===== src/rtl/wide_add_seq.sv =====
// wide_add_seq: multi-cycle wide adder/subtractor. One 32-bit carry-select
// adder is time-shared across WORDS slices, least-significant slice first,
// with the inter-slice carry held in a register between cycles.

// csa_32b: 32-bit carry-select adder built from four 8-bit blocks. Each block
// forms both carry-in hypotheses, and the incoming block carry picks one.
module csa_32b (
  input  logic [31:0] a_i,
  input  logic [31:0] b_i,
  input  logic        c_i,
  output logic [31:0] s_o,
  output logic        c_o
);

  logic [8:0] r0;
  logic [8:0] r1;
  logic       c;

  // Per-block dual sums, selected by the rippling block carry
  always_comb begin
    r0  = '0;
    r1  = '0;
    s_o = '0;
    c   = c_i;
    for (int unsigned g = 0; g < 4; g++) begin
      r0 = {1'b0, a_i[g*8 +: 8]} + {1'b0, b_i[g*8 +: 8]};
      r1 = {1'b0, a_i[g*8 +: 8]} + {1'b0, b_i[g*8 +: 8]} + 9'd1;
      s_o[g*8 +: 8] = c ? r1[7:0] : r0[7:0];
      c = c ? r1[8] : r0[8];
    end
    c_o = c;
  end

endmodule

module wide_add_seq #(
  parameter int WORDS = 4
) (
  input  logic                  clk,
  input  logic                  rst,
  input  logic                  in_valid,
  output logic                  in_ready,
  input  logic [32*WORDS-1:0]   a,
  input  logic [32*WORDS-1:0]   b,
  input  logic                  cin,
  input  logic                  sub,
  output logic                  out_valid,
  input  logic                  out_ready,
  output logic [32*WORDS-1:0]   sum,
  output logic                  cout,
  output logic                  zero,
  output logic                  busy
);

  localparam int W  = 32 * WORDS;
  localparam int CW = (WORDS > 1) ? $clog2(WORDS) : 1;
  localparam logic [CW-1:0] LAST = CW'(WORDS - 1);

  typedef enum logic [1:0] {
    IDLE,
    RUN,
    DONE
  } state_t;

  state_t         state_q;
  logic [W-1:0]   a_q;
  logic [W-1:0]   b_q;
  logic [W-1:0]   work_q;
  logic [W-1:0]   work_d;
  logic [W-1:0]   sum_q;
  logic [CW-1:0]  cnt_q;
  logic [CW+4:0]  off;
  logic           carry_q;
  logic           zacc_q;
  logic           zacc_d;
  logic           cout_q;
  logic           zero_q;
  logic [31:0]    sl_a;
  logic [31:0]    sl_b;
  logic [31:0]    sl_s;
  logic           sl_c;

  assign off = {cnt_q, 5'd0};

  // Pick the current slice of the latched operands
  always_comb begin
    sl_a = a_q[off +: 32];
    sl_b = b_q[off +: 32];
  end

  csa_32b u_csa (
    .a_i (sl_a),
    .b_i (sl_b),
    .c_i (carry_q),
    .s_o (sl_s),
    .c_o (sl_c)
  );

  // Working register and zero flag as they stand after this slice; the last
  // slice copies these straight into the result so no extra cycle is needed
  always_comb begin
    work_d = work_q;
    work_d[off +: 32] = sl_s;
    zacc_d = zacc_q & (sl_s == '0);
  end

  // Control FSM plus the slice datapath registers and the held result
  always_ff @(posedge clk) begin
    if (rst) begin
      state_q <= IDLE;
      cnt_q   <= '0;
      carry_q <= 1'b0;
      zacc_q  <= 1'b0;
      sum_q   <= '0;
      cout_q  <= 1'b0;
      zero_q  <= 1'b0;
    end else begin
      case (state_q)
        IDLE: begin
          if (in_valid) begin
            a_q     <= a;
            // subtraction is A + ~B + 1: invert B once here, force carry-in
            b_q     <= sub ? ~b : b;
            carry_q <= sub | cin;
            zacc_q  <= 1'b1;
            cnt_q   <= '0;
            state_q <= RUN;
          end
        end
        RUN: begin
          work_q  <= work_d;
          carry_q <= sl_c;
          zacc_q  <= zacc_d;
          cnt_q   <= cnt_q + 1'b1;
          if (cnt_q == LAST) begin
            sum_q   <= work_d;
            cout_q  <= sl_c;
            zero_q  <= zacc_d;
            cnt_q   <= '0;
            state_q <= DONE;
          end
        end
        DONE: begin
          if (out_ready) begin
            state_q <= IDLE;
          end
        end
        default: state_q <= IDLE;
      endcase
    end
  end

  assign in_ready  = (state_q == IDLE);
  assign busy      = (state_q != IDLE);
  assign out_valid = (state_q == DONE);
  assign sum       = sum_q;
  assign cout      = cout_q;
  assign zero      = zero_q;

endmodule

===== config.mk =====
export PLATFORM = sky130hd
export DESIGN_NAME = wide_add_seq
export DESIGN_NICKNAME = d
export VERILOG_FILES = /design/src/rtl/wide_add_seq.sv
export SDC_FILE = /design/constraint.sdc
export NUM_CORES = 1
export LEC_CHECK = 0
export BUFFER_PORTS_ARGS = -buffer_cell sky130_fd_sc_hd__buf_2
export CORE_MARGIN = 8
export CORE_UTILIZATION = 35
export DETAILED_ROUTE_END_ITERATION = 12
export GPL_ROUTABILITY_DRIVEN = 0
export GPL_TIMING_DRIVEN = 0
export PLACE_DENSITY_LB_ADDON = 0.15
export SLEW_MARGIN = 20
export SYNTH_ARGS = -nofsm -noshare
export SYNTH_HDL_FRONTEND = slang
export SYNTH_HIERARCHICAL = 1
export SYNTH_SLANG_ARGS = --single-unit

===== constraint.sdc =====
create_clock -name clk -period 29.7 [get_ports clk]
set_input_delay 2.97 -clock clk [delete_from_list [all_inputs] [get_ports clk]]
set_output_delay 2.97 -clock clk [all_outputs]
set_load 0.05 [all_outputs]

==> metrics.md, run 1 <==
| Metric | Value |
|---|---|
| Crit start category | `register` |
| Initial antenna violation count | `17` |
| Die extent in y | `275 µm` |
| Hold_buf cts | `0` |
| Min cycle time layout | `6.49 ns` |
| Fin area | `28700 µm²` |
| Syn avg cell area | `14.0 µm²` |
| Final period utilization | `21.8%` |
| CTS tree | `yes` |
| TritonCTS Sinks | `520` |
| Die area | `75400 µm²` |
| P per Cell Area | `61.8 nW/µm²` |
| First-pass GRT wire length | `104000 µm` |
| Final slew viol count | `0` |
| Int Power | `1.30 mW` |
| Post-CTS setup buffers | `0` |
| H-tree levels | `2` |
| WHS | `0.497 ns` |
| Initial Util | `35.1%` |
| Ports | `395` |
| Final hold vios | `0` |
| DR vias | `15400` |
| Yosys warns | `6` |
| Nets | `2476` |
| Share of cells above drive strength 1 | `34.0%` |
| Least-Margin Pin Slew | `1.03 ns` |
| # rows | `95` |
| Cells after synthesis | `1677` |
| Commonest cells after routing, fill and taps aside | `433 x buf_2, 384 x edfxtp_1, 151 x nor2_1, 141 x xor2_1, 136 x dfxtp_1` |
| Clk root buf | `clkbuf_16` |
| All-Layer GR Usage | `18.3%` |
| Vias in the first global route | `16300` |
| Setup WS pre-CTS | `22.69 ns` |
| Die span in x | `275 µm` |
| Sw Ratio | `26.6%` |
| Combinational Power Share | `15.1%` |
| Most used DFF post-synth | `edfxtp_1` |
| Clk Latency, worst-skew pair | `0.61 ns` |
| Post-synthesis sequential area ratio | `60.9%` |
| GRT overflow | `0` |
| Setup crit end kind | `register` |
| Layout area overhead | `22.5%` |
| Drt drc | `0` |
| Final WS setup | `23.21 ns` |
| Outcome | `finished clean` |
| Mapped Nets | `1985` |
| Synth async-reset ratio | `0%` |
| Critical Path RT | `30.21 ns` |
| Post-synth cell types | `69` |
| Area after DPL | `26900 µm²` |
| Seq pwr share | `46.3%` |
| Hold WC Path Type | `register to register` |
| Final HPWL DP | `55200 µm` |
| Final antenna-violating net count | `0` |
| Critical path class | `register to register` |
| Slew HR | `30.6%` |
| Post-synth EDFFs | `384` |
| Clk_skew | `0.0139 ns` |
| Clock Tree Buf Depth | `3` |
| Setup_tns | `0 ns` |
| Max IR drop VDD | `43.9 µV` |
| Worst Path Arrival | `7.00 ns` |
| Total power | `1.77 mW` |
| Cell taking the most area after synthesis | `edfxtp_1` |
| Synthesized flop and latch total | `520` |
| First-pass iteration count of the detailed router | `6` |
| Routed WL per cell | `22.8 µm` |
| Commonest non-fill, non-tap cell in the layout | `buf_2` |
| Detailed-route wire length | `70400 µm` |
| Vias per inst | `4.99` |
| CORE AREA | `66700 µm²` |
| DRT iter0 DRCs | `1014` |
| Sw power | `0.471 mW` |
| Post_cts resized | `0` |
| Largest cells by area after synthesis | `edfxtp_1 49%, dfxtp_1 12%, mux4_2 6.2%` |
| Final Setup Violations | `0` |
| Synthesized cell area | `23400 µm²` |
| Clock power share | `38.6%` |
| Number of port buffers | `393` |
| Largest net degree at the start of global routing | `15` |
| Leakage Power | `11.0 nW` |
| Clock Pin Slew Worst Setup and Hold Paths | `0.06 ns` |
| Total of max-cap violations | `0` |
| Max Fclk | `0.154 GHz` |
| Yosys top cell area share | `49.3%` |
| RSZ-0062 raised after global routing | `false` |
| Num CTS Buffers | `58` |
| Critical path peak fanout | `10` |
## through the flow
stage / std cells / util, %
final: 3092 / 43.0
after global routing: 3088 / 43.0
after CTS: 3087 / 43.0
after detailed placement: 2981 / 40.3
after global placement: 2943 / 39.7
after floorplan: 1677 / -
## state kept, by name (all words and copies together) (netlist names)
| name | cells |
|---|---|
| sum | 128 |
| zacc_q | 1 |
| a_q | 128 |
| work_q | 128 |
| zero | 1 |
| state_q | 2 |
| carry_q | 1 |
| cnt_q | 2 |
| b_q | 128 |
| cout | 1 |
## worst paths after layout
path | cells past startpoint | slack, ns | to | start
hold / removal | 2 | 0.50 | cout | cout
setup / recovery | 17 | 23.21 | zacc_q | cnt_q[0]
setup reg to reg | 17 | 23.21 | zacc_q | cnt_q[0]
hold reg to reg | 2 | 0.50 | cout | cout
## synth_stat cells, types with 5 or more instances
cell      number
edfxtp_1     384
nor2_1       151
xor2_1       141
dfxtp_1      136
inv_1        118
a32oi_1       96
nand2_1       84
a211oi_2      74
mux4_2        64
clkbuf_1      43
ha_1          42
buf_2         40
xnor2_1       35
nand2b_1      34
a211oi_1      26
a21oi_1       24
a311oi_2      24
buf_4         19
nand3_1       16
o21ai_0       12
a311oi_1       8
and3_1         8
buf_6          8
a21o_1         7
nor3_1         6
nor4_1         6
o21bai_1       5
## area by class of cell
class	instances	area (µm²)
inverter	118	443
buffer	112	604
tap	873	1090
timing repair buffer	431	2340
clock buffer	89	1690
sequential	520	14300
fill	6221	38000
antenna	5	12.5
multi-input combinational	927	8130
clock inverter	17	105
## cells by family (layout without fill, tap and decap cells)
family                     Yosys count  in the layout  share of synthesized area, %
buffers and inverters              230            767                          4.47
and+or+nand+nor                    337            337                          6.79
other                                0              5                             0
AOI/OAI and AO/OA                  296            296                          12.1
xor gates and xnor gates           178            178                          6.72
adders and majority gates           46             46                          2.59
muxes                               70             70                          6.43
DFF                                520            520                          60.9
## power groups by stage
stage          registers, mW  clock network (mW)  logic [mW]
3_3_place_gp           0.850                   0       0.258
5_1_grt                0.823               0.730       0.291
3_5_place_dp           0.837                   0       0.267
2_1_floorplan          0.846                   0       0.160
6_report               0.821               0.684       0.267
4_1_cts                0.822               0.702       0.268
## per-layer routing
layer  share of wire (%)  up-vias  track usage, %  routed length [µm]
li1                    -     7296               -                   -
met1                  42     7586            22.7               29400
met2                  49      437            31.8               34800
met3                 6.7       98            4.71                4720
met4                 1.9       20            4.02                1340
met5                0.18        -               0                 130
## critical path: stages (launching register included)
cell and delay, ns:
dfxtp_1 0.44, buf_4 0.29, buf_2 0.49, mux4_2 0.62, ha_1 0.26, fa_1 0.41
a21o_1 0.22, a221oi_2 0.32, xnor2_1 0.22, nor4_4 0.47, xor2_2 0.21, or4_4 0.59
a21o_4 0.27, nand2_1 0.11, mux2_1 0.48, nor4_1 0.50, nand4_1 0.18, o31ai_1 0.29
Power figures use the tool's default switching activity.
==> inputs of run 2 (changes only) <==
==> constraint.sdc (replaced) <==
create_clock -name clk -period 6.45 [get_ports clk]
set_input_delay 0.645 -clock clk [delete_from_list [all_inputs] [get_ports clk]]
set_output_delay 0.645 -clock clk [all_outputs]
set_load 0.05 [all_outputs]
==> metrics.md, run 2 (synthesis results as in run 1) <==
| Metric | Value |
|---|---|
| Outcome | `finished clean` |
| Clock Pin Slew Worst Setup and Hold Paths | `0.06 ns` |
| First-pass iteration count of the detailed router | `5` |
| Total power | `8.19 mW` |
| # rows | `95` |
| H-tree levels | `2` |
| Total of max-cap violations | `0` |
| Vias per inst | `4.95` |
| Clk Latency, worst-skew pair | `0.62 ns` |
| Final Setup Violations | `0` |
| Slew HR | `28.4%` |
| Least-Margin Pin Slew | `1.07 ns` |
| Routed WL per cell | `22.6 µm` |
| Detailed-route wire length | `69800 µm` |
| Final slew viol count | `0` |
| Worst Path Arrival | `6.72 ns` |
| GRT overflow | `0` |
| CTS tree | `yes` |
| Commonest cells after routing, fill and taps aside | `429 x buf_2, 384 x edfxtp_1, 151 x nor2_1, 141 x xor2_1, 136 x dfxtp_1` |
| Critical Path RT | `6.97 ns` |
| Critical path peak fanout | `10` |
| Max Fclk | `0.161 GHz` |
| Clock Tree Buf Depth | `3` |
| Max IR drop VDD | `212 µV` |
| Layout area overhead | `22.8%` |
| Fin util | `43.1%` |
| Commonest non-fill, non-tap cell in the layout | `buf_2` |
| Number of port buffers | `393` |
| Leakage Power | `11.1 nW` |
| CORE AREA | `66700 µm²` |
| Min cycle time layout | `6.20 ns` |
| Num CTS Buffers | `57` |
| Setup_tns | `0 ns` |
| DR vias | `15300` |
| Final hold vios | `0` |
| Ports | `395` |
| Largest net degree at the start of global routing | `16` |
| DRT iter0 DRCs | `930` |
| Hold Path Origin | `a[1]` |
| Die span in x | `275 µm` |
| Filler cells | `6183` |
| Clk root buf | `clkbuf_16` |
| Share of cells above drive strength 1 | `34.4%` |
| Setup WS pre-CTS | `-0.173 ns` |
| Drt drc | `0` |
| Die area | `75400 µm²` |
| Clk_skew | `0.0240 ns` |
| First-pass GRT wire length | `102000 µm` |
| Die extent in y | `275 µm` |
| All-Layer GR Usage | `18.1%` |
| Final WS setup | `0.254 ns` |
| Critical path class | `register to register` |
| RSZ-0062 raised after global routing | `true` |
| Initial antenna violation count | `18` |
| Hold WC Path Type | `primary input to register` |
| Initial Util | `35.1%` |
| Hold_buf cts | `0` |
| Setup crit end kind | `register` |
| Final period utilization | `96.1%` |
| Final HPWL DP | `54800 µm` |
| Nets | `2471` |
| Final antenna-violating net count | `0` |
| TritonCTS Sinks | `520` |
| Critical path origin | `cnt_q[0]` |
| R2r startpoint | `cnt_q[0]` |
| Crit start category | `register` |
| P per Cell Area | `285 nW/µm²` |
| Vias in the first global route | `16400` |
[run 2: layout make-up]
cell class	count	area, µm²	share of cell area [%]
diodes	7	17.5	0.0609
repair buffers	427	2350	8.17
clock buffers	78	1610	5.59
multi-input cells	927	8150	28.3
plain buffers	112	628	2.18
clock inverters	27	213	0.740
inverters	118	443	1.54
flip-flops and latches	520	14300	49.6
well taps	873	1090	3.80
[run 2: path summary, 6_finish.rpt]
| path | to | slack, ns | cells past startpoint |
|---|---|---|---|
| setup reg to reg | zacc_q | 0.25 | 19 |
| setup / recovery | zacc_q | 0.25 | 19 |
| hold / removal | a_q[1] | 0.20 | 1 |
| hold reg to reg | cout | 0.50 | 2 |
[run 2: timing repair]
item	in CTS	in global routing
resized for setup	5	5
endpoints found under the setup margin	12	31
pin swaps	0	1
setup buffers	0	1
[run 2: through the flow]
step	cell area [µm²]	hold WS, ns	instances
floorplan	23400	0.508	1677
global placement	26500	0.480	2943
detailed placement	26900	0.485	2976
CTS	28700	0.157	3081
global route	28700	0.165	3082
finish	28800	0.201	3089
[run 2: power by group]
part           internal (mW)  total [mW]  switching [mW]
registers               3.75        3.78          0.0300
clock network           1.85        3.18            1.33
logic                  0.415        1.23           0.815
total                   6.02        8.19            2.18
[run 2: metal layers]
metal / global-route usage [%] / wire (µm) / up-vias
met2: 31.2 / 34300 / 447
met5: 0 / 150 / -
met4: 5.07 / 1810 / 22
met3: 5.13 / 5140 / 121
li1: - / - / 7282
met1: 22.0 / 28400 / 7426
[run 2: critical path: stages, from the launching register on]
cell and delay, ns:
dfxtp_1 0.42, buf_4 0.28, buf_4 0.31, mux4_2 0.55
ha_1 0.26, fa_1 0.41, a21o_1 0.22, a21oi_1 0.17
xnor2_1 0.24, nand3_1 0.23, nor4_4 0.28, buf_4 0.19
xor2_2 0.12, or4_4 0.59, a21o_4 0.28, nand2_1 0.11
mux2_1 0.48, nor4_1 0.47, nand4_1 0.18, o31ai_1 0.27
==> inputs of run 3 (changes only) <==
--- a/config.mk
+++ b/config.mk
@@ -7,11 +7,11 @@
 export LEC_CHECK = 0
 export BUFFER_PORTS_ARGS = -buffer_cell sky130_fd_sc_hd__buf_2
 export CORE_MARGIN = 8
-export CORE_UTILIZATION = 35
+export CORE_UTILIZATION = 30
 export DETAILED_ROUTE_END_ITERATION = 12
 export GPL_ROUTABILITY_DRIVEN = 0
 export GPL_TIMING_DRIVEN = 0
-export PLACE_DENSITY_LB_ADDON = 0.15
+export PLACE_DENSITY = 0.6
 export SLEW_MARGIN = 20
 export SYNTH_ARGS = -nofsm -noshare
 export SYNTH_HDL_FRONTEND = slang
==> metrics.md, run 3 (synthesis results as in run 1) <==
| Metric | Value |
|---|---|
| Outcome | `finished clean` |
| Initial Util | `30.3%` |
| Met3 Track Usage GR | `3.42%` |
| CORE AREA | `77300 µm²` |
| Vias per inst | `4.84` |
| Total of max-cap violations | `0` |
| Final antenna-violating net count | `0` |
| Hold depth | `1` |
| GRT met1 Usage | `20.3%` |
| Fin area | `29000 µm²` |
| Nets | `2474` |
| Commonest non-fill, non-tap cell in the layout | `buf_2` |
| H-tree levels | `2` |
| Crit start category | `register` |
| Critical path peak fanout | `10` |
| Final HPWL DP | `56900 µm` |
| Hold WC Path Type | `primary input to register` |
| Drt drc | `0` |
| Worst Path Arrival | `6.70 ns` |
| R2R cell count | `18` |
| All-Layer GR Usage | `15.9%` |
| Commonest cells after routing, fill and taps aside | `428 x buf_2, 384 x edfxtp_1, 151 x nor2_1, 140 x xor2_1, 136 x dfxtp_1` |
| Die area | `87200 µm²` |
| Routed WL per cell | `22.1 µm` |
| Share of cells above drive strength 1 | `34.8%` |
| GRT overflow | `0` |
| Final hold vios | `0` |
| Critical Path RT | `6.98 ns` |
| First-pass iteration count of the detailed router | `5` |
| Critical path class | `register to register` |
| Number of port buffers | `393` |
| CP Buf/Inv Count | `3` |
| # rows | `102` |
| Critical path's largest stage delay | `0.83 ns` |
| Final slew viol count | `0` |
| Max Fclk | `0.162 GHz` |
| Clock Pin Slew Worst Setup and Hold Paths | `0.06 ns` |
| CTS tree | `yes` |
| Global routing's busiest layer | `met2` |
| Layout area overhead | `24.0%` |
| Least-Margin Pin Slew | `1.08 ns` |
| Slew HR | `27.2%` |
| P per Cell Area | `284 nW/µm²` |
| Filler cells | `7502` |
| CP max-delay cell | `xnor2_1` |
| GRT met2 Usage | `27.6%` |
| R2r startpoint | `cnt_q[0]` |
| Clk Latency, worst-skew pair | `0.61 ns` |
| CP top delay family | `simple AND/OR/NAND/NOR gates` |
| Setup slack, reg-to-reg | `0.28 ns` |
| DRT iter0 DRCs | `1157` |
| Total power | `8.25 mW` |
| Clk_skew | `0.0191 ns` |
| Final Setup Violations | `0` |
| Leakage Power | `11.1 nW` |
| DR vias | `15800` |
| Hold_buf cts | `0` |
| RSZ-0062 raised after global routing | `false` |
| Num CTS Buffers | `59` |
| Area after DPL | `27100 µm²` |
| Detailed-route wire length | `72100 µm` |
| Final period utilization | `95.7%` |
| Clk root buf | `clkbuf_16` |
| Largest net degree at the start of global routing | `17` |
| TritonCTS Sinks | `520` |
| Die span in x | `295 µm` |
| Critical R2R Capture | `sum[127]` |
| Hold EP | `a_q[58]` |
| Vias in the first global route | `16500` |
| Hold Path Origin | `a[58]` |
| First-pass GRT wire length | `105000 µm` |
| Critical path cell sequence | `buf_6 > buf_6 > mux4_2 > ha_1 > fa_1 > a21o_1 > a21oi_1 > xnor2_1 > nand3_1 > nor4_4 > buf_4 > xor2_2 > or4_4 > nand3_2 > nand3_1 > xnor2_1 > a32oi_1 > a211oi_2` |
| Setup crit end kind | `register` |
| Die extent in y | `295 µm` |
| Max IR drop VDD | `198 µV` |
| Ports | `395` |
| Clock Tree Buf Depth | `3` |
| Min cycle time layout | `6.17 ns` |
| Initial antenna violation count | `2` |
-- run 3: changes by cell type in the layout (fill, tap and decap cells not counted), moves of 3 or more --
cell	delta
clkbuf_8	-6
xnor2_1	-6
xnor2_2	+6
diode_2	-5
buf_6	+3
clkinv_1	+3
inv_6	+3
-- run 3: final cells by class --
class / count / area (µm²) / area share, %
diodes: 2 / 5.00 / 0.0172
inverters: 118 / 443 / 1.53
clock inverters: 32 / 219 / 0.754
flip-flops and latches: 520 / 14300 / 49.1
multi-input cells: 927 / 8210 / 28.3
clock buffers: 78 / 1600 / 5.51
repair buffers: 428 / 2360 / 8.13
plain buffers: 112 / 633 / 2.18
well taps: 1040 / 1300 / 4.48
-- run 3: metrics by stage --
stage / setup TNS (ns) / std cells / setup WS, ns / hold WS, ns / util (%)
6_report: 0 / 3257 / 0.278 / 0.212 / 37.5
5_1_grt: 0 / 3256 / 0.0363 / 0.175 / 37.5
4_1_cts: 0 / 3255 / 0.0611 / 0.170 / 37.4
3_5_place_dp: -1.35 / 3143 / -0.270 / 0.485 / 35.0
3_3_place_gp: -1809.39 / 3110 / -7.91 / 0.481 / 34.5
2_1_floorplan: -722.57 / 1677 / -3.00 / 0.508 / -
-- run 3: metal layers --
| metal | up-vias | wire length [µm] |
|---|---|---|
| met3 | 90 | 4800 |
| li1 | 7270 | - |
| met4 | 0 | 1610 |
| met2 | 551 | 35600 |
| met5 | - | 0 |
| met1 | 7843 | 30100 |
-- run 3: repair_timing --
action | in CTS | in global routing
buffers inserted | 2 | 0
pin swaps | 1 | 0
setup endpoints to repair | 18 | 60
gates resized for setup | 6 | 17
-- run 3: worst max path at each step --
stage / start / endpoint / slack [ns] / depth (start not counted)
after CTS: cnt_q[0] / zacc_q / 0.06 / 19
after global placement: in_valid / carry_q / -7.91 / 4
after global routing: cnt_q[0] / sum[127] / 0.04 / 18
after detailed placement: cnt_q[0] / zacc_q / -0.27 / 17
after floorplan: in_valid / carry_q / -3.00 / 3
final: cnt_q[0] / sum[127] / 0.28 / 18
-- run 3: worst reg2reg max path, stage by stage, from the launching register on --
cell and delay [ns]:
dfxtp_1 0.45, buf_6 0.26, buf_6 0.27, mux4_2 0.64, ha_1 0.28, fa_1 0.41
a21o_1 0.22, a21oi_1 0.19, xnor2_1 0.23, nand3_1 0.21, nor4_4 0.27, buf_4 0.19
xor2_2 0.13, or4_4 0.59, nand3_2 0.18, nand3_1 0.11, xnor2_1 0.83, a32oi_1 0.39
a211oi_2 0.25
-- run 3: where the power goes --
part           switching (mW)  leakage (nW)  internal (mW)
combinational           0.863          5.55          0.427
sequential             0.0319          4.66           3.75
clock                    1.36         0.889           1.82
